[config.mk]
export PLATFORM = sky130hd
export DESIGN_NAME = uart_mmio_buffer
export DESIGN_NICKNAME = d
export VERILOG_FILES = /design/src/rtl/uart_mmio_buffer_pkg.sv /design/src/rtl/uart_mmio_buffer_sync_fifo.sv /design/src/rtl/uart_mmio_buffer.sv
export SDC_FILE = /design/constraint.sdc
export NUM_CORES = 1
export LEC_CHECK = 0
export CAP_MARGIN = 20
export CORE_MARGIN = 2
export CORE_UTILIZATION = 45
export CTS_BUF_LIST = sky130_fd_sc_hd__clkbuf_4 sky130_fd_sc_hd__clkbuf_8
export CTS_CLUSTER_DIAMETER = 120
export DETAILED_ROUTE_END_ITERATION = 16
export SLEW_MARGIN = 10
export SYNTH_ARGS = -nofsm -noshare
export SYNTH_HDL_FRONTEND = slang
export SYNTH_SLANG_ARGS = --single-unit
[constraint.sdc]
create_clock -name clk -period 2.9 [get_ports clk]
set_input_delay 0.435 -clock clk [delete_from_list [all_inputs] [get_ports clk]]
set_output_delay 0.435 -clock clk [all_outputs]
set_load 0.01 [all_outputs]
[src/rtl/uart_mmio_buffer_pkg.sv]
// Shared UART memory map and status layout for the control unit,
// software tests and the byte-buffering stage.
package uart_mmio_buffer_pkg;

    localparam int DefaultDepth = 8;

    localparam logic [3:0] TxDataOffset = 4'h0;
    localparam logic [3:0] RxDataOffset = 4'h4;
    localparam logic [3:0] StatusOffset = 4'h8;

    localparam int StatusInReadyBit  = 0;
    localparam int StatusOutValidBit = 1;
    localparam int StatusOverflowBit = 2;

    typedef struct packed {
        logic rxOverflow;
        logic dataOutValid;
        logic dataInReady;
    } uartStatus_t;

    function automatic logic [7:0] statusWord(input uartStatus_t s);
        logic [7:0] w;
        w = '0;
        w[StatusInReadyBit]  = s.dataInReady;
        w[StatusOutValidBit] = s.dataOutValid;
        w[StatusOverflowBit] = s.rxOverflow;
        return w;
    endfunction

endpackage

[src/rtl/uart_mmio_buffer_sync_fifo.sv]
// First-word fall-through FIFO; occupancy is counted separately
// from the pointers so full and empty never alias.
module sync_fifo #(
    parameter int DEPTH = 8,
    parameter int WIDTH = 8,
    parameter int PTR_W = $clog2(DEPTH)
) (
    input  logic             clk,
    input  logic             rst,
    input  logic             push,
    input  logic             pop,
    input  logic [WIDTH-1:0] din,
    output logic [WIDTH-1:0] dout,
    output logic             full,
    output logic             empty,
    output logic [PTR_W:0]   count
);

    logic [WIDTH-1:0] mem [DEPTH];
    logic [PTR_W-1:0] rdPtr;
    logic [PTR_W-1:0] wrPtr;
    logic             pushOk;
    logic             popOk;

    assign empty  = (count == '0);
    assign full   = (count == (PTR_W+1)'(DEPTH));
    assign popOk  = pop & ~empty;
    // A full FIFO still takes a push when the head leaves in the same cycle
    assign pushOk = push & (~full | popOk);
    assign dout   = empty ? '0 : mem[rdPtr];

    always_ff @(posedge clk or posedge rst) begin
        if (rst) begin
            rdPtr <= '0;
            wrPtr <= '0;
            count <= '0;
        end else begin
            if (pushOk) wrPtr <= wrPtr + 1'b1;
            if (popOk)  rdPtr <= rdPtr + 1'b1;
            unique case ({pushOk, popOk})
                2'b10:   count <= count + 1'b1;
                2'b01:   count <= count - 1'b1;
                default: count <= count;
            endcase
        end
    end

    always_ff @(posedge clk) begin
        if (pushOk) mem[wrPtr] <= din;
    end

endmodule

[src/rtl/uart_mmio_buffer.sv]
// TX/RX byte buffers between the memory-mapped UART control logic
// and the serial transceiver, with sticky RX overflow detection.
module uart_mmio_buffer
    import uart_mmio_buffer_pkg::*;
#(
    parameter int DEPTH = DefaultDepth,
    parameter int PTR_W = $clog2(DEPTH)
) (
    input  logic           clk,
    input  logic           rst,
    input  logic           stall,
    input  logic           DataInValid,
    input  logic [7:0]     DataIn,
    output logic           DataInReady,
    input  logic           DataOutReady,
    output logic           DataOutValid,
    output logic [7:0]     UARTDataOut,
    output logic           tx_valid,
    output logic [7:0]     tx_data,
    input  logic           tx_ready,
    input  logic           rx_valid,
    input  logic [7:0]     rx_data,
    output logic           rx_overflow,
    input  logic           clr_overflow,
    output logic [PTR_W:0] tx_count,
    output logic [PTR_W:0] rx_count
);

    logic pushTx;
    logic popTx;
    logic pushRx;
    logic popRx;
    logic txFull;
    logic txEmpty;
    logic rxFull;
    logic rxEmpty;
    logic rxDrop;

    // A stalled pipeline must not commit its UART load/store
    assign pushTx = DataInValid & ~stall;
    assign popRx  = DataOutReady & ~stall;
    assign popTx  = tx_valid & tx_ready;
    assign pushRx = rx_valid;

    assign DataInReady  = ~txFull;
    assign tx_valid     = ~txEmpty;
    assign DataOutValid = ~rxEmpty;

    assign rxDrop = pushRx & rxFull & ~popRx;

    sync_fifo #(.DEPTH(DEPTH), .WIDTH(8), .PTR_W(PTR_W)) tx_fifo (
        .clk   (clk),
        .rst   (rst),
        .push  (pushTx),
        .pop   (popTx),
        .din   (DataIn),
        .dout  (tx_data),
        .full  (txFull),
        .empty (txEmpty),
        .count (tx_count)
    );

    sync_fifo #(.DEPTH(DEPTH), .WIDTH(8), .PTR_W(PTR_W)) rx_fifo (
        .clk   (clk),
        .rst   (rst),
        .push  (pushRx),
        .pop   (popRx),
        .din   (rx_data),
        .dout  (UARTDataOut),
        .full  (rxFull),
        .empty (rxEmpty),
        .count (rx_count)
    );

    always_ff @(posedge clk or posedge rst) begin
        if (rst) begin
            rx_overflow <= 1'b0;
        end else if (rxDrop) begin
            rx_overflow <= 1'b1;
        end else if (clr_overflow) begin
            rx_overflow <= 1'b0;
        end
    end

endmodule

After elaboration in Yosys (flattened, before gate mapping)
Memories as Yosys holds them, arrays and structs flattened.
Cells that the tools add are included.
Word-level totals
  register bits after elaboration: 21
  bits in writable memories: 128
  input bits: 24
  output and inout port bits: 28
  word-level logic and storage cells: 55
  memories: 2
Memory list
  rx_fifo.mem: words 8, bits a word 8, read ports 1, clocked after memory_dff 0, wr ports 1, line uart_mmio_buffer_sync_fifo.sv:19  | logic [WIDTH-1:0] mem [DEPTH];
  tx_fifo.mem: words 8, bits a word 8, read ports 1, clocked after memory_dff 0, wr ports 1, line uart_mmio_buffer_sync_fifo.sv:19
Cells by class
  add/subtract/negate cells: 8
  eq/ne operators: 6
  mux-type cells: 10
  bitwise operators: 17
  reductions and logical operators: 5
Operators by type and width (count)
  two-way mux 8 bit: 2
  one-hot mux 4 bit (2 select lines): 2
  adder 3 x 1 -> 3 bit, second input constant: 4
  AND 1 bit: 9
  adder 4 x 1 -> 4 bit, second input constant: 2
  == test 4 bit, second input constant: 2
  zero test 4 bit: 2
  subtractor 4 x 1 -> 4 bit, second input constant: 2
  two-way mux 1 bit: 6
  NOT 1 bit: 6
  nonzero test 2 bit: 3
  == test 2 x 1 -> 1 bit, second input constant: 2
  == test 2 bit, second input constant: 2
  bitwise OR 1 bit: 2

Longest topological paths before layout
Gate-level depths: netlist of the first run.
  word-level depth: 8
  gate-level depth with buffers: 12

Cells and area by module
A second synthesis of the first run with hierarchy kept.
Unflattened totals
  cell total of the unflattened synthesis: 357
  area, all modules: 6287.3 sq um
By module, submodules not included
  sync_fifo: instances 2, cells each 173, area each 3103.0 sq um, sequential area each 2172.1 sq um
  uart_mmio_buffer: instances 1, cells each 11, area each 81.3 sq um, sequential area each 25.0 sq um

Worst setup path after synthesis of the first run
No wires, ideal clock.
  path kind: register -> register
  start point: register tx_fifo.count[1]
  end point: register tx_fifo.count[2]
  library setup time: 0.134 ns
  arrival time: 2.380 ns
  path slack: 0.386 ns
  cell stages (with the launch flop): 13
  buffers on the path: 2
  clock period less this slack: 2.514 ns
  path through: dfrtp_1 -> buf_2 -> nor4_4 -> inv_2 -> and2_4 -> buf_6 -> ha_1 -> xor2_1 -> ha_1 -> a21oi_1 -> xor2_1 -> nor2_1 -> xor2_1
On the way
  cells in the longest elaborated chain, start to end: 8
  elaborated cells on any way between the ends: 14
RTL lines
  from (decl): line uart_mmio_buffer_sync_fifo.sv:16  | output logic [PTR_W:0] count
  from (signal assigned): line uart_mmio_buffer_sync_fifo.sv:41  | 2'b10: count <= count + 1'b1;
  from (signal assigned): line uart_mmio_buffer_sync_fifo.sv:42  | 2'b01: count <= count - 1'b1;
  from (signal assigned): line uart_mmio_buffer_sync_fifo.sv:43  | default: count <= count;
  zero test 4 bit (*): line uart_mmio_buffer_sync_fifo.sv:25  | assign empty = (count == '0);
  NOT 1 bit (*): line uart_mmio_buffer.sv:46  | assign tx_valid = ~txEmpty;
  via tx_valid: line uart_mmio_buffer.sv:18  | output logic tx_valid,
  AND 1 bit: line uart_mmio_buffer.sv:42  | assign popTx = tx_valid & tx_ready;
  AND 1 bit (*): line uart_mmio_buffer_sync_fifo.sv:27  | assign popOk = pop & ~empty;
  via tx_fifo.popOk: line uart_mmio_buffer_sync_fifo.sv:23  | logic popOk;
  bitwise OR 1 bit: line uart_mmio_buffer_sync_fifo.sv:29  | assign pushOk = push & (~full | popOk);
  AND 1 bit: line uart_mmio_buffer_sync_fifo.sv:29
  == test 2 x 1 -> 1 bit or == test 2 bit (tied branches): line uart_mmio_buffer_sync_fifo.sv:40  | unique case ({pushOk, popOk})
  one-hot mux 4 bit (2 select lines) or nonzero test 2 bit (tied branches)
The timed path passes the listed nets; every way through them passes the cells marked *.
A chain may end at the register's enable or synchronous reset.

Worst setup path in the final report of the first run
  start point: register tx_fifo.rdPtr[0]
  end point: output tx_data[2]
On the way
  cells in the longest elaborated chain, start to end: 2
RTL lines
  from (decl): line uart_mmio_buffer_sync_fifo.sv:20  | logic [PTR_W-1:0] rdPtr;
  from (signal assigned): line uart_mmio_buffer_sync_fifo.sv:39  | if (popOk) rdPtr <= rdPtr + 1'b1;
  memory (8 x 8 bit)
  two-way mux 8 bit: line uart_mmio_buffer_sync_fifo.sv:30  | assign dout = empty ? '0 : mem[rdPtr];
  to (decl): line uart_mmio_buffer.sv:19  | output logic [7:0] tx_data,
No other way between the ends.

==> results of run 1 <==
worst max-delay path by stage:
stage / start / to
after floorplan: tx_fifo.count[1] / tx_fifo.count[2]
final: tx_fifo.rdPtr[0] / tx_data[2]
after detailed placement: stall / rx_fifo.count[2]
after CTS: tx_fifo.rdPtr[0] / tx_data[2]
after global placement: stall / rx_fifo.count[2]
after global routing: tx_fifo.rdPtr[0] / tx_data[1]
critical path, stage by stage (launching register included):
cell             delay [ps]
dfrtp_2                 410
buf_12                  190
mux4_2                  530
mux2i_1                 180
nor2_1                   60
clkdlybuf4s50_1         470
state kept, by name, summed over array words and instances (netlist names):
name	cells
rx_fifo.mem	64
tx_fifo.mem	64
rx_overflow	1
tx_fifo.count	4
tx_fifo.wrPtr	3
rx_fifo.wrPtr	3
tx_fifo.rdPtr	3
rx_fifo.rdPtr	3
rx_fifo.count	4
area by class of cell:
type	count	area, µm²
inverters	5	18.8
well taps	176	220
clock buffers	19	249
multi-input cells	162	1670
flip-flops and latches	149	4370
repair buffers	74	708
clock inverters	12	201
fillers	1058	5850
synthesized netlist by cell type, drive strengths merged:
library cell,count
nor2b,1
nand3b,2
nand2,12
clkbuf,5
xnor2,9
edfxtp,128
nor3,8
a32oi,1
nand3,5
a21oi,3
and3,1
nor3b,1
buf,11
and2,1
nand2b,5
xor2,9
mux2i,17
o22ai,1
inv,5
nor2,26
mux4,32
nor4,7
ha,10
o21ai,3
dfrtp,21
mux2,6
nor4bb,2
per-layer routing:
metal / vias up / GRT usage
li1: 1456 / -
met1: 1590 / 0.217
met2: 49 / 0.283
met3: 15 / 0.0425
met4: 0 / 0.0610
met5: - / 0
what timing repair did:
action / 4_1_cts / 5_1_grt
gates cloned: 0 / 0
endpoints found under the setup margin: 4 / 3
hold buffers: 0 / 0
gates resized for setup: 1 / 2
power by group:
group	switching [mW]	total (mW)	internal [mW]
Clock	0.756	1.80	1.04
Sequential	0.430	3.12	2.69
Combinational	1.03	2.47	1.45
cell families after synthesis:
logic type	share of synthesized area
muxes	0.157
AOI/OAI and AO/OA	0.00734
adders and majority gates	0.0204
buffers and inverters	0.0159
and+or+nand+nor	0.0614
DFF	0.712
xor gates and xnor gates	0.0257
==> results.sh, run 1 <==
export IMPL_synth_top_cell_area_share=0.627
export IMPL_drc=0
export IMPL_grt_max_degree=22
export IMPL_timing_rr_end="tx_fifo.count[2]"
export IMPL_grt_pass1_vias=3194
export IMPL_synth_cell_types=35
export IMPL_routed_via_count=3110
export IMPL_cts_root_buf="clkbuf_8"
export IMPL_grt_pass1_wl_mm=17.8
export IMPL_cts_sinks=149
export IMPL_fin_cells=597
export IMPL_first_iter_violations=191
export IMPL_finalSetupTns_ps=0
export IMPL_placed_cell_area_um2=6990
export IMPL_post_cts_buffers=0
export IMPL_drive_above_1_share=0.235
export IMPL_synth_nets=366
export IMPL_clock_path_buffers=2
export IMPL_r2r_setup_slack_ps=580
export IMPL_ios=52
export IMPL_dieArea_um2=14600
export IMPL_arrival_ps=2290
export IMPL_vias_per_cell=5.21
export IMPL_synth_cells=332
export IMPL_slew_violations=0
export IMPL_start_util=0.461
export IMPL_fin_skew_ps=10.4
export IMPL_top_layer="met4"
export IMPL_cts_tree="yes"
export IMPL_setup_viol=0
export IMPL_total_power_mw=7.39
export IMPL_r2r_start="tx_fifo.count[0]"
export IMPL_synth_area_leaders="edfxtp_1 (63%), mux4_2 (12%), dfrtp_1 (8.6%), mux2i_1 (2.8%), ha_1 (2.0%)"
export IMPL_layout_commonest_cell="edfxtp_1"
export IMPL_routed_wl_met3_um=327
export IMPL_fin_crit_sh=0.938
export IMPL_cap_violations=0
export IMPL_tightest_slew_ps=837
export IMPL_max_freq_mhz=367
export IMPL_fp_dieW_um=121
export IMPL_cp_start_kind="register"
export IMPL_core_area_um2=13300
export IMPL_synth_warnings=0
export IMPL_final_util=0.560
export IMPL_fin_hold_ws_ps=464
export IMPL_synth_area_um2=6130
export IMPL_overflow=0
export IMPL_outcome="finished, final reports clean"
export IMPL_dpl_worst_slack_ps=253
export IMPL_avgSynthCellArea_um2=18.5
export IMPL_gp_congestion=0.712
export IMPL_cts_made_buffers=17
export IMPL_num_nets_final=443
export IMPL_total_leakage_power_nw=2.59
export IMPL_ys_ff_latch=149
export IMPL_wl_met1_mm=5.00
export IMPL_dp_hpwl_mm=7.14
export IMPL_dr_wl_met2_mm=5.75
export IMPL_design_area_um2=7440
export IMPL_slew_headroom=0.441
export IMPL_end_kind="output pin"
export IMPL_seq_area_frac_synth=0.712
export IMPL_rr_worst_depth=10
export IMPL_rows=42
export IMPL_wl_per_cell_um=18.8
export IMPL_layout_common_cells="edfxtp_1 (128), clkdlybuf4s50_1 (51), mux4_2 (32), nor2_1 (26), buf_4 (21)"
export IMPL_die_h_um=121
export IMPL_clkTransAtPathRegs_ps=80
export IMPL_area_growth_pct=21.4
export IMPL_clk_latency_ps=440
export IMPL_antenna_found_initial=0
export IMPL_final_hold_violation_count=0
export IMPL_holdCritPathClass="in2async"
export IMPL_critical_path_max_fanout=16
export IMPL_diodes=0
export IMPL_htreeDepth=4
export IMPL_rsz0062_at_grt="false"
export IMPL_critPathKind="reg2out"
export IMPL_fin_crit_ps=2720
export IMPL_ant_nets=0
export IMPL_synth_top_cell_by_area="edfxtp_1"
export IMPL_required_ps=2470
export IMPL_grt_use_total=0.170
export IMPL_drtPass1Iterations=5
export IMPL_max_vdd_ir_drop_mv=0.406
export IMPL_worst_slack_ps=179
export IMPL_routed_wl_mm=11.2
export IMPL_port_buffers=51
export IMPL_dp_cells=566
export IMPL_powerDensity_nw_per_um2=993
Power figures use the tool's default switching activity.
==> run 2: changes to the inputs <==
GPL_TIMING_DRIVEN = 0   (was default)
SKIP_CTS_REPAIR_TIMING = 1   (was default)
==> results.sh, run 2 (same netlist as run 1, synthesis figures left out) <==
export IMPL_num_nets_final=447
export IMPL_diodes=0
export IMPL_die_h_um=121
export IMPL_routed_via_count=3146
export IMPL_grt_max_degree=22
export IMPL_antenna_found_initial=0
export IMPL_gp_congestion=0.715
export IMPL_timing_rr_end="tx_fifo.count[2]"
export IMPL_worst_slack_ps=117
export IMPL_total_leakage_power_nw=2.70
export IMPL_drc=0
export IMPL_fin_skew_ps=10.9
export IMPL_overflow=0
export IMPL_tightest_slew_ps=929
export IMPL_clk_latency_ps=450
export IMPL_final_hold_violation_count=0
export IMPL_slowest_delay_ps=500
export IMPL_crit_buf_inv=3
export IMPL_cts_sinks=149
export IMPL_first_iter_violations=195
export IMPL_start_util=0.461
export IMPL_dieArea_um2=14600
export IMPL_critical_path_top_delay_family="buffers and inverters"
export IMPL_cts_tree="yes"
export IMPL_clkTransAtPathRegs_ps=80
export IMPL_area_growth_pct=22.6
export IMPL_rsz0062_at_grt="false"
export IMPL_r2r_start="tx_fifo.count[1]"
export IMPL_final_util=0.566
export IMPL_critical_path_max_fanout=9
export IMPL_worstPathCellList="buf_12, buf_12, mux4_2, mux2i_1, nor2_1, clkdlybuf4s50_1"
export IMPL_grt_pass1_vias=3217
export IMPL_fin_crit_ps=2780
export IMPL_max_freq_mhz=359
export IMPL_layout_commonest_cell="edfxtp_1"
export IMPL_dp_cells=567
export IMPL_clock_path_buffers=2
export IMPL_arrival_ps=2350
export IMPL_cp_slowest_cell="mux4_2"
export IMPL_reg_largest_list="rx_fifo.mem: 64 flops, tx_fifo.mem: 64 flops"
export IMPL_max_vdd_ir_drop_mv=0.464
export IMPL_grt_use_total=0.172
export IMPL_outcome="finished, final reports clean"
export IMPL_fp_dieW_um=121
export IMPL_vias_per_cell=5.23
export IMPL_cts_made_buffers=17
export IMPL_drive_above_1_share=0.246
export IMPL_htreeDepth=4
export IMPL_holdCritPathClass="in2async"
export IMPL_fin_cells=602
export IMPL_fin_hold_ws_ps=456
export IMPL_cap_violations=0
export IMPL_routed_wl_mm=11.4
export IMPL_setup_viol=0
export IMPL_r2r_setup_slack_ps=470
export IMPL_powerDensity_nw_per_um2=981
export IMPL_dpl_worst_slack_ps=-7.39
export IMPL_required_ps=2470
export IMPL_fin_crit_sh=0.960
export IMPL_grt_pass1_wl_mm=18.0
export IMPL_ant_nets=0
export IMPL_cts_root_buf="clkbuf_8"
export IMPL_slew_violations=0
export IMPL_end_kind="output pin"
export IMPL_layout_common_cells="edfxtp_1 (128), clkdlybuf4s50_1 (39), mux4_2 (32), nor2_1 (26), dfrtp_1 (20)"
export IMPL_total_power_mw=7.38
export IMPL_slew_headroom=0.378
export IMPL_rr_worst_depth=12
export IMPL_wl_per_cell_um=19.0
export IMPL_rows=42
export IMPL_design_area_um2=7520
export IMPL_crit_top_cell="buf_12"
export IMPL_dp_hpwl_mm=7.75
export IMPL_critPathKind="reg2out"
export IMPL_drtPass1Iterations=4
export IMPL_core_area_um2=13300
export IMPL_ios=52
export IMPL_finalSetupTns_ps=0
export IMPL_cp_start_kind="register"
export IMPL_placed_cell_area_um2=6990
export IMPL_port_buffers=51
run 2: cell types whose count changed in the layout (fill, tap and decap cells not counted), moves of 4 or more:
| cell | previous run | this run |
|---|---|---|
| nor4_2 | 1 | 5 |
| nor3_2 | 0 | 6 |
| nor3_1 | 8 | 2 |
| clkdlybuf4s50_1 | 51 | 39 |
| buf_1 | 0 | 4 |
| dlymetal6s2s_1 | 0 | 12 |
| buf_4 | 21 | 13 |
| nor4_1 | 4 | 0 |
run 2: per-layer routing:
layer / vias up / GRT usage / part of all wire
met5: - / 0 / 0
met4: 0 / 0.0676 / 0.016
met3: 15 / 0.0415 / 0.040
met2: 60 / 0.282 / 0.50
met1: 1603 / 0.222 / 0.45
li1: 1468 / - / -
run 2: how the worst max path moves through the flow:
stage                           startpoint                 to  cells past startpoint
after floorplan           tx_fifo.count[1]   tx_fifo.count[2]                     12
after global placement               stall  rx_fifo.mem[4][5]                      4
after detailed placement  tx_fifo.rdPtr[1]         tx_data[3]                      6
after CTS                 tx_fifo.rdPtr[1]         tx_data[3]                      6
after global routing      rx_fifo.rdPtr[0]     UARTDataOut[4]                      6
final                     rx_fifo.rdPtr[0]     UARTDataOut[4]                      6
run 2: final cells by class:
cell class                      instances  area [µm²]
Fill cell                            1048        5770
Sequential cell                       149        4370
Multi-Input combinational cell        162        1730
Timing Repair Buffer                   63         631
Clock buffer                           17         234
Tap cell                              176         220
Clock inverter                         15         176
Buffer                                 15         140
Inverter                                5        18.8
run 2: report_power, final:
part           switching, mW  internal [mW]  total, mW
clock network          0.799          0.857       1.66
logic                   1.30           1.50       2.80
registers              0.229           2.69       2.92
==> run 3: changes to the inputs <==
CORE_ASPECT_RATIO = 0.5   (was default)
CORE_UTILIZATION = 55   (was 45)
PLACE_DENSITY = 0.76   (was default)
==> results.sh, run 3 (same netlist as run 1, synthesis figures left out) <==
export IMPL_num_nets_final=446
export IMPL_grt_pass1_wl_mm=17.9
export IMPL_slew_violations=0
export IMPL_multi_input_area_um2=1720
export IMPL_fin_crit_ps=2800
export IMPL_setup_viol=0
export IMPL_max_vdd_ir_drop_mv=0.514
export IMPL_grt_use_total=0.205
export IMPL_grt_pass1_vias=3261
export IMPL_clock_path_buffers=2
export IMPL_cp_start_kind="register"
export IMPL_required_ps=2470
export IMPL_wl_per_cell_um=20.3
export IMPL_layout_commonest_cell="edfxtp_1"
export IMPL_r2r_setup_slack_ps=400
export IMPL_cts_made_buffers=17
export IMPL_core_area_um2=10900
export IMPL_final_hold_violation_count=0
export IMPL_layout_common_cells="edfxtp_1 (128), clkdlybuf4s50_1 (47), mux4_2 (32), nor2_1 (26), dfrtp_1 (21)"
export IMPL_powerDensity_nw_per_um2=983
export IMPL_fin_skew_ps=10.8
export IMPL_cts_sinks=149
export IMPL_tightest_slew_ps=966
export IMPL_drc=0
export IMPL_die_h_um=78.7
export IMPL_gp_congestion=0.723
export IMPL_timing_rr_end="tx_fifo.count[2]"
export IMPL_r2r_start="tx_fifo.count[1]"
export IMPL_clkTransAtPathRegs_ps=80
export IMPL_antenna_found_initial=0
export IMPL_first_iter_violations=215
export IMPL_start_util=0.560
export IMPL_cts_root_buf="clkbuf_8"
export IMPL_fill_cells=719
export IMPL_diodes=0
export IMPL_fin_hold_ws_ps=484
export IMPL_crit_end="UARTDataOut[0]"
export IMPL_slew_headroom=0.353
export IMPL_holdCritPathClass="in2async"
export IMPL_vias_per_cell=5.69
export IMPL_ios=52
export IMPL_grt_max_degree=22
export IMPL_routed_via_count=3246
export IMPL_rr_worst_depth=12
export IMPL_cts_tree="yes"
export IMPL_clk_latency_ps=420
export IMPL_fp_dieW_um=153
export IMPL_ant_nets=0
export IMPL_max_freq_mhz=357
export IMPL_end_kind="output pin"
export IMPL_area_growth_pct=20.7
export IMPL_critPathKind="reg2out"
export IMPL_drtPass1Iterations=4
export IMPL_reg_largest_list="rx_fifo.mem: 64 flops, tx_fifo.mem: 64 flops"
export IMPL_total_leakage_power_nw=2.60
export IMPL_arrival_ps=2360
export IMPL_overflow=0
export IMPL_cap_violations=0
export IMPL_rows=27
export IMPL_crit_start="rx_fifo.rdPtr[0]"
export IMPL_outcome="finished, final reports clean"
export IMPL_dieArea_um2=12100
export IMPL_dp_hpwl_mm=7.58
export IMPL_regArea_um2=4370
export IMPL_total_power_mw=7.28
export IMPL_drive_above_1_share=0.238
export IMPL_fin_crit_sh=0.965
export IMPL_htreeDepth=4
export IMPL_routed_wl_mm=11.5
export IMPL_port_buffers=51
export IMPL_critical_path_max_fanout=10
## run 3: cell types whose count changed in the layout (fill, tap and decap cells not counted), sizes merged
cell / change
clkbuf: +2
buf: -1
bufinv: -1
dlymetal6s2s: -8
clkdlybuf4s50: +8
inv: -2
clkinvlp: +2
clkinv: -1
## run 3: report_power, final
group / internal, mW / switching, mW
clock network: 0.779 / 0.756
logic: 1.51 / 1.33
registers: 2.69 / 0.221
## run 3: layer usage
| metal | vias up | GRT usage | wire length (µm) |
|---|---|---|---|
| li1 | 1463 | - | - |
| met1 | 1676 | 0.261 | 4890 |
| met2 | 91 | 0.353 | 6020 |
| met3 | 16 | 0.0514 | 526 |
| met4 | 0 | 0.0642 | 112 |
| met5 | - | 0 | 0 |
## run 3: how the worst min path moves through the flow
| stage | end | slack (ps) | depth (start not counted) |
|---|---|---|---|
| floorplan | rx_fifo.count[0] | 410 | 1 |
| global placement | tx_fifo.wrPtr[0] | 500 | 1 |
| detailed placement | rx_overflow | 520 | 2 |
| CTS | rx_fifo.wrPtr[0] | 510 | 2 |
| global route | tx_fifo.wrPtr[0] | 560 | 1 |
| finish | tx_fifo.count[0] | 480 | 2 |
## run 3: through the flow
step	area, µm²	TNS [ps]	std cells	worst slack (ps)	utilization
final	7400	0	570	102	0.676
after global routing	7400	-14.9	570	-14.9	0.676
after CTS	7310	-5650	567	-480	0.668
after detailed placement	6930	-81.1	535	-45.1	0.633
after global placement	6830	-11530	528	-409	0.624
after floorplan	6130	0	332	386	-
## run 3: layout make-up
cell class	count	share of cell area
sequential	149	0.590
tap	145	0.0245
buffer	16	0.0189
multi-input combinational	162	0.232
inverter	5	0.00254
timing repair buffer	61	0.0804
clock inverter	13	0.0177
clock buffer	19	0.0336
## run 3: critical path, stage by stage (launching register included)
cell             delay [ps]
dfrtp_1                 410
buf_12                  160
buf_12                  150
mux4_2                  510
mux2i_1                 150
nor2_1                   70
clkdlybuf4s50_1         480
